File: src/rtl/gost89_gamma_ctrl.sv
// GOST 28147-89 gamming (counter-mode) controller driving an external ECB core.
// Define GOST89_GAMMA_PREFETCH_EN to compute the next gamma while the output drains.
module gost89_gamma_ctrl #(
    parameter logic [31:0] C_A = 32'h01010101,
    parameter logic [31:0] C_B = 32'h01010104
) (
    input  logic        clk,
    input  logic        reset,
    input  logic        start,
    input  logic [63:0] iv,
    output logic        busy,
    input  logic        in_valid,
    output logic        in_ready,
    input  logic [63:0] in_data,
    output logic        out_valid,
    input  logic        out_ready,
    output logic [63:0] out_data,
    output logic        core_load,
    output logic [63:0] core_in,
    input  logic        core_busy,
    input  logic [63:0] core_out
);

    typedef enum logic [2:0] {
        IDLE,
        IV_LOAD,
        IV_WAIT,
        CNT_LOAD,
        GAM_WAIT,
        READY
    } state_t;

    state_t      state_reg, state_next;
    logic [31:0] cnt_a_reg, cnt_a_next;
    logic [31:0] cnt_b_reg, cnt_b_next;
    logic [63:0] gamma_reg, gamma_next;
    logic        gamma_valid_reg, gamma_valid_next;
    logic        busy_reg, busy_next;
    logic        out_valid_reg, out_valid_next;
    logic [63:0] out_data_reg, out_data_next;
    logic [63:0] core_in_reg, core_in_next;

    logic [63:0] adv_cnt;
    logic [63:0] adv_seed;
    logic        accept;

    // A wraps mod 2^32; B adds with end-around carry (mod 2^32-1 residues).
    function automatic logic [63:0] advance(input logic [63:0] ab);
        logic [32:0] sum_b;
        logic [31:0] next_a;
        logic [31:0] next_b;
        next_a = ab[63:32] + C_A;
        sum_b  = {1'b0, ab[31:0]} + {1'b0, C_B};
        next_b = sum_b[31:0] + {31'd0, sum_b[32]};
        return {next_a, next_b};
    endfunction

    assign adv_cnt  = advance({cnt_a_reg, cnt_b_reg});
    assign adv_seed = advance(core_out);

    // Counters and core_in are advanced on entry to CNT_LOAD so the load cycle
    // already presents the new counter block to the core.
    assign core_load = (state_reg == IV_LOAD) || (state_reg == CNT_LOAD);
    assign in_ready  = (state_reg == READY) && gamma_valid_reg && !start &&
                       (!out_valid_reg || out_ready);
    assign accept    = in_ready && in_valid;

    assign busy      = busy_reg;
    assign out_valid = out_valid_reg;
    assign out_data  = out_data_reg;
    assign core_in   = core_in_reg;

    always_comb begin
        state_next       = state_reg;
        cnt_a_next       = cnt_a_reg;
        cnt_b_next       = cnt_b_reg;
        gamma_next       = gamma_reg;
        gamma_valid_next = gamma_valid_reg;
        busy_next        = busy_reg;
        out_valid_next   = out_valid_reg;
        out_data_next    = out_data_reg;
        core_in_next     = core_in_reg;

        if (out_valid_reg && out_ready) begin
            out_valid_next = 1'b0;
        end

        if (start) begin
            state_next       = IV_LOAD;
            core_in_next     = iv;
            busy_next        = 1'b1;
            gamma_valid_next = 1'b0;
            out_valid_next   = 1'b0;
        end else begin
            case (state_reg)
                IDLE: begin
                    state_next = IDLE;
                end
                IV_LOAD: begin
                    state_next = IV_WAIT;
                end
                IV_WAIT: begin
                    if (!core_busy) begin
                        cnt_a_next   = adv_seed[63:32];
                        cnt_b_next   = adv_seed[31:0];
                        core_in_next = adv_seed;
                        state_next   = CNT_LOAD;
                    end
                end
                CNT_LOAD: begin
                    state_next = GAM_WAIT;
                end
                GAM_WAIT: begin
                    if (!core_busy) begin
                        gamma_next       = core_out;
                        gamma_valid_next = 1'b1;
                        busy_next        = 1'b0;
                        state_next       = READY;
                    end
                end
                READY: begin
                    if (accept) begin
                        out_data_next    = in_data ^ gamma_reg;
                        out_valid_next   = 1'b1;
                        gamma_valid_next = 1'b0;
`ifdef GOST89_GAMMA_PREFETCH_EN
                        cnt_a_next   = adv_cnt[63:32];
                        cnt_b_next   = adv_cnt[31:0];
                        core_in_next = adv_cnt;
                        state_next   = CNT_LOAD;
`endif
                    end
`ifndef GOST89_GAMMA_PREFETCH_EN
                    // Demand-driven: only spin the core once a block is waiting
                    // and the output register has room for its result.
                    else if (!gamma_valid_reg && in_valid &&
                             (!out_valid_reg || out_ready)) begin
                        cnt_a_next   = adv_cnt[63:32];
                        cnt_b_next   = adv_cnt[31:0];
                        core_in_next = adv_cnt;
                        state_next   = CNT_LOAD;
                    end
`endif
                end
                default: begin
                    state_next = IDLE;
                end
            endcase
        end
    end

    always_ff @(posedge clk or negedge reset) begin
        if (!reset) begin
            state_reg       <= IDLE;
            cnt_a_reg       <= 32'd0;
            cnt_b_reg       <= 32'd0;
            gamma_reg       <= 64'd0;
            gamma_valid_reg <= 1'b0;
            busy_reg        <= 1'b0;
            out_valid_reg   <= 1'b0;
            out_data_reg    <= 64'd0;
            core_in_reg     <= 64'd0;
        end else begin
            state_reg       <= state_next;
            cnt_a_reg       <= cnt_a_next;
            cnt_b_reg       <= cnt_b_next;
            gamma_reg       <= gamma_next;
            gamma_valid_reg <= gamma_valid_next;
            busy_reg        <= busy_next;
            out_valid_reg   <= out_valid_next;
            out_data_reg    <= out_data_next;
            core_in_reg     <= core_in_next;
        end
    end

endmodule

File: config.mk
export PLATFORM = sky130hd
export DESIGN_NAME = gost89_gamma_ctrl
export DESIGN_NICKNAME = d
export VERILOG_FILES = /design/src/rtl/gost89_gamma_ctrl.sv
export SDC_FILE = /design/constraint.sdc
export NUM_CORES = 1
export LEC_CHECK = 0
export ABC_AREA = 0
export BUFFER_PORTS_ARGS = -buffer_cell sky130_fd_sc_hd__buf_4
export CELL_PAD_IN_SITES_DETAIL_PLACEMENT = 0
export CELL_PAD_IN_SITES_GLOBAL_PLACEMENT = 1
export CORE_MARGIN = 1.5
export CORE_UTILIZATION = 37
export CTS_CLUSTER_SIZE = 14
export DETAILED_ROUTE_END_ITERATION = 7
export PLACE_DENSITY_LB_ADDON = 0.1
export SYNTH_ARGS = -nofsm -noshare
export SYNTH_HDL_FRONTEND = slang
export SYNTH_SLANG_ARGS = --single-unit
File: constraint.sdc
create_clock -name clk -period 3.5 [get_ports clk]
set_input_delay 0.175 -clock clk [delete_from_list [all_inputs] [get_ports clk]]
set_output_delay 0.175 -clock clk [all_outputs]
set_load 0.02 [all_outputs]
-- After elaboration in Yosys (flattened, before gate mapping)
Cells that the tools add are included.
W data, S select, Z words.
- word-level logic and storage cells: 85
- register bits after elaboration: 262
- output and inout port bits: 132
- reduce and logical (&&, ||, !) cells: 23
- multiplexer cells: 30
- equal/unequal tests: 14
- bitwise operators: 3
- add/sub/neg operators: 6
- operators with widths (kind ; number):
    $mux W64 ; 4
    $mux W32 ; 6
    $pmux W32 S2 ; 2
    $pmux W64 S2 ; 1
    $add A32 B25 Y33 const B ; 2
    $add A32 B1 Y32 ; 2
    $add A32 B25 Y32 const B ; 2
    $xor A64 B64 Y64 ; 1
    $mux W3 ; 5
    $pmux W3 S5 ; 1
    $ne A3 B3 Y1 const B ; 4
    $mux W1 ; 10
    $reduce_and A3 Y1 ; 3
    $reduce_and A4 Y1 ; 2
    $logic_and A1 B1 Y1 ; 7
    $eq A3 B2 Y1 const B ; 2
    $eq A3 B3 Y1 const B ; 2
    $ne A2 B2 Y1 const B ; 3
    $reduce_bool A3 Y1 ; 2
    $reduce_and A5 Y1 ; 1
    $reduce_bool A2 Y1 ; 2
    $eq A3 B1 Y1 const B ; 1
    $logic_not A1 Y1 ; 3
    $ne A3 B2 Y1 const B ; 1
    other kinds (5) ; 7

-- Longest topological paths before layout
- depth in word-level cells: 8
- depth in mapped cells: 18
- gate-level depth less buffers: 16

-- Least setup slack after synthesis
OpenSTA, ideal clock, no wires.
- kind: register to register
- start: register cnt_b_reg[3]
- end: register core_in_reg[20] (netlist: core_in[20])
- data required time: 3.365 ns
- library setup time: 0.135 ns
- path buffers: 1
- stages on the path, launching flop included: 18
- setup slack: -0.036 ns
- arrival: 3.401 ns
- path through: dfrtp_1 ha_1 clkbuf_1 a21boi_1 nor3_1 nor2_1 nor2_1 ha_1 ha_1 nand2_1 a21oi_1 nand4_1 nor2_2 or4b_1 xnor2_1 nor2_1 a211oi_1 o31ai_1
- cells in the longest elaborated chain, start to end: 6
- ends and longest elaborated chain (what ; RTL line ; source):
    start: declaration ; 35 ; logic [31:0] cnt_b_reg, cnt_b_next;
    start signal: assignment ; 166 ; cnt_b_reg <= cnt_b_next;
    $add A32 B25 Y33 ; 53 ; sum_b = {1'b0, ab[31:0]} + {1'b0, C_B};
    $add A32 B1 Y32 ; 54 ; next_b = sum_b[31:0] + {31'd0, sum_b[32]};
    $mux W64 ; 136 ; else if (!gamma_valid_reg && in_valid &&
    $mux W64 ; 122 ; if (accept) begin
    $pmux W64 S2 ; 95 ; case (state_reg)
    $mux W64 ; 88 ; if (start) begin
    end signal: assignment ; 172 ; core_in_reg <= core_in_next;
    end: declaration ; 41 ; logic [63:0] core_in_reg, core_in_next;
No other way between the ends. The select of a mux whose other input is x is not followed.
A chain may end at the register's enable or synchronous reset.

-- Worst setup path in the final report
- start: register cnt_b_reg[22]
- end: register core_in_reg[20] (netlist: core_in[20])
Same word-level chain as after synthesis.

==> flow_summary.yaml <==
detailed_routing:
  routed_wl_mm: 53.2
  via_per_inst: 5.15
  via_count: 14500
  ant_nets: 0
  firstDrtPassIters: 6
  drc: 0
  drt_iter0_markers: 947
  routedWlPerCell_um: 18.9
min_path:
  hold_path_class: "in -> reg"
  min_path_cells: 4
  hold_path_startpoint: "iv[21]"
  hold_end: "core_in[21]"
finish:
  design_area_mm2: 0.0219
  area_growth_pct: 42.7
  drive_gt1_frac: 0.261
  fin_nets: 2471
  final_core_util: 0.536
  fillers: 3813
setup_path:
  end_kind: "flip-flop"
  crit_path_start_kind: "flip-flop"
  reg2reg_to: "core_in[20]"
  r2r-start: "cnt_b_reg[22]"
  crit_required_ps: 3890
  crit_type: "reg -> reg"
  crit_arrival_ps: 3760
  reg2reg_slack_ps: 130
  r2r_cells: 16
  worstPathMaxFanout: 6
power_and_ir_drop:
  irDropWorstVdd_mv: 0.278
  power_density_mw_per_mm2: 510
  leakagePower_nw: 9.73
  power.total_mw: 11.2
synth:
  netlist_area_mm2: 0.0154
  synth.area.top_cells: "dfrtp_1 (43%), xnor2_1 (9.1%), nand2_1 (7.9%)"
  synth_ff_type: "dfrtp_1"
  yosys_warnings: 0
  synth_top_area_frac: 0.426
  synthesis.nets: 1938
  yosysSeqAreaShare: 0.426
  synth_top_area_cell: "dfrtp_1"
  synth_edf_count: 0
  syn_area_per_cell_um2: 8.89
  ys_types: 85
  synth_cells: 1730
  ys_ff_latch: 262
  ys_async_sr_fraction: 1.00
global_routing:
  grt.total_usage: 0.246
  antenna_found_initial: 2
  grt_start_max_net_pins: 105
  grt-ovfl-total: 0
  grt_pass1_vias: 14000
  grt_first_pass_wirelength_mm: 81.0
timing:
  period_share: 0.963
  setup_slack_ps: 129
  setup_violations: 0
  clock.fmax_mhz: 297
  rsz0062_at_grt: "yes"
  tightest_slew_ps: 900
  skew_ps: 24.6
  relSlewSlack: 0.400
  min_period_ps: 3370
  final_max_slew_viol_count: 0
  hold_viol: 0
clock_network:
  cts_sinks: 262
  cts_max_level: 2
  cts_buffer_depth: 3
  cts_made_buffers: 34
  clkLatencyLatePin_ps: 550
  path_clk_slew_ps: 60
  tritoncts: "built"
  root_buffer: "clkbuf_16"
floorplan:
  die_w_um: 207
  initial_core_util: 0.376
  chipHeight_um: 207
  core.rowCount: 74
  design.core.area_mm2: 0.0409
  top_level_ports: 330
  die_area_mm2: 0.0428
placed_design:
  gp_congestion: 0.898
  portBuffers: 329
  post-place-ws_ps: 10.5
  placedInstanceArea_mm2: 0.0188
  post-dp-hpwl_mm: 38.4
status:
  status: "complete, no violations"
run:
  max_cap_viol_count: 0
-- metal layers --
metal	GRT usage	share of wire	up-vias	wire length, um
met3	0.0513	0.064	62	3400
met5	0	0	-	0
met2	0.356	0.42	424	22500
li1	-	-	7069	-
met4	0.0524	0.016	0	865
met1	0.373	0.50	6970	26500
-- worst max-delay path, stage by stage (launching register included) --
cell and delay, ps:
dfrtp_1 420, and4_4 260, nand3_2 90, nor3_2 200
nor2_1 70, nor2_1 160, ha_2 230, ha_4 150
nand2_4 50, a21oi_2 120, nand4_1 180, nor2_2 210
or4b_1 500, xnor2_2 190, nor2_2 70, a211oi_2 230
o31ai_1 90
-- synth_stat cells (6+ instances only) --
master and number:
nand3_1 48, clkbuf_1 76, o31ai_1 13, nand2b_1 17, nor3b_1 10, xor2_1 44
inv_1 19, mux2_2 68, a21oi_1 59, nand2_1 323, or3_1 8, dfrtp_1 262
ha_1 10, a211oi_1 6, buf_1 8, o21ai_0 228, o21bai_1 7, xnor2_1 159
mux2i_1 41, nor3_1 23, o211ai_1 13, nor2_1 96, nand4_1 23, nor4_1 10
and4_1 6, and3_1 18, nor2b_1 7, a21o_1 6, buf_2 17, a31oi_1 9
o21ai_1 6
-- what timing repair did --
| action | 4_1_cts | 5_1_grt |
|---|---|---|
| setup buffers | 0 | 8 |
| hold buffers | 181 | 0 |
| pin swaps | 0 | 9 |
| endpoints found under the setup margin | 1 | 40 |
| gates resized for setup | 1 | 26 |
| hold endpoints to repair | 280 | 0 |
-- layout make-up --
class	count	area [um^2]	share of cell area
Antenna cell	2	5.00	0.000228
Inverter	19	71.3	0.00325
Tap cell	532	666	0.0303
Multi-Input combinational cell	1344	8450	0.385
Clock inverter	15	206	0.00941
Clock buffer	45	963	0.0439
Timing Repair Buffer	602	5030	0.229
Sequential cell	262	6560	0.299
-- layout by cell type (no fill, tap or decap), drive strengths merged, types with 17 or more instances in the layout --
| cell type | instances |
|---|---|
| a21oi | 60 |
| and3 | 18 |
| buf | 421 |
| clkbuf | 45 |
| dfrtp | 262 |
| dlygate4sd3 | 181 |
| inv | 22 |
| mux2 | 68 |
| mux2i | 41 |
| nand2 | 323 |
| nand2b | 17 |
| nand3 | 48 |
| nand4 | 24 |
| nor2 | 97 |
| nor3 | 24 |
| o21ai | 234 |
| xnor2 | 159 |
| xor2 | 44 |
-- where the power goes --
group / leakage (nW) / internal (mW) / total [mW] / switching [mW]
Sequential: 3.37 / 3.61 / 4.15 / 0.543
Combinational: 5.80 / 1.61 / 3.32 / 1.72
Clock: 0.573 / 2.25 / 3.72 / 1.47
-- kinds of logic after synthesis --
| kind of cell | count (synthesis) | synth area share |
|---|---|---|
| simple gates | 628 | 0.190 |
| flops | 262 | 0.426 |
| xor+xnor | 203 | 0.116 |
| compound gates | 394 | 0.151 |
| buf+inv | 124 | 0.0326 |
| mux | 109 | 0.0764 |
| fa+ha+maj | 10 | 0.00813 |
-- how the worst max path moves through the flow --
stage	from	endpoint	slack, ps	depth (start not counted)
floorplan	cnt_b_reg[3]	core_in[20]	100	17
global placement	cnt_b_reg[10]	core_in[20]	80	16
detailed placement	cnt_b_reg[7]	core_in[20]	10	16
CTS	cnt_b_reg[7]	core_in[20]	10	16
global route	cnt_b_reg[21]	core_in[24]	-70	17
finish	cnt_b_reg[22]	core_in[20]	130	16
-- through the flow --
stage | setup TNS [ps] | cells | hold slack (ps)
5_1_grt | -171 | 2821 | 10.6
6_report | 0 | 2821 | 26.3
4_1_cts | 0 | 2811 | 0.0401
3_3_place_gp | 0 | 2570 | 320
2_1_floorplan | 0 | 1730 | -121
3_5_place_dp | 0 | 2570 | 317
Note: power is estimated with default switching activity, not from simulation.
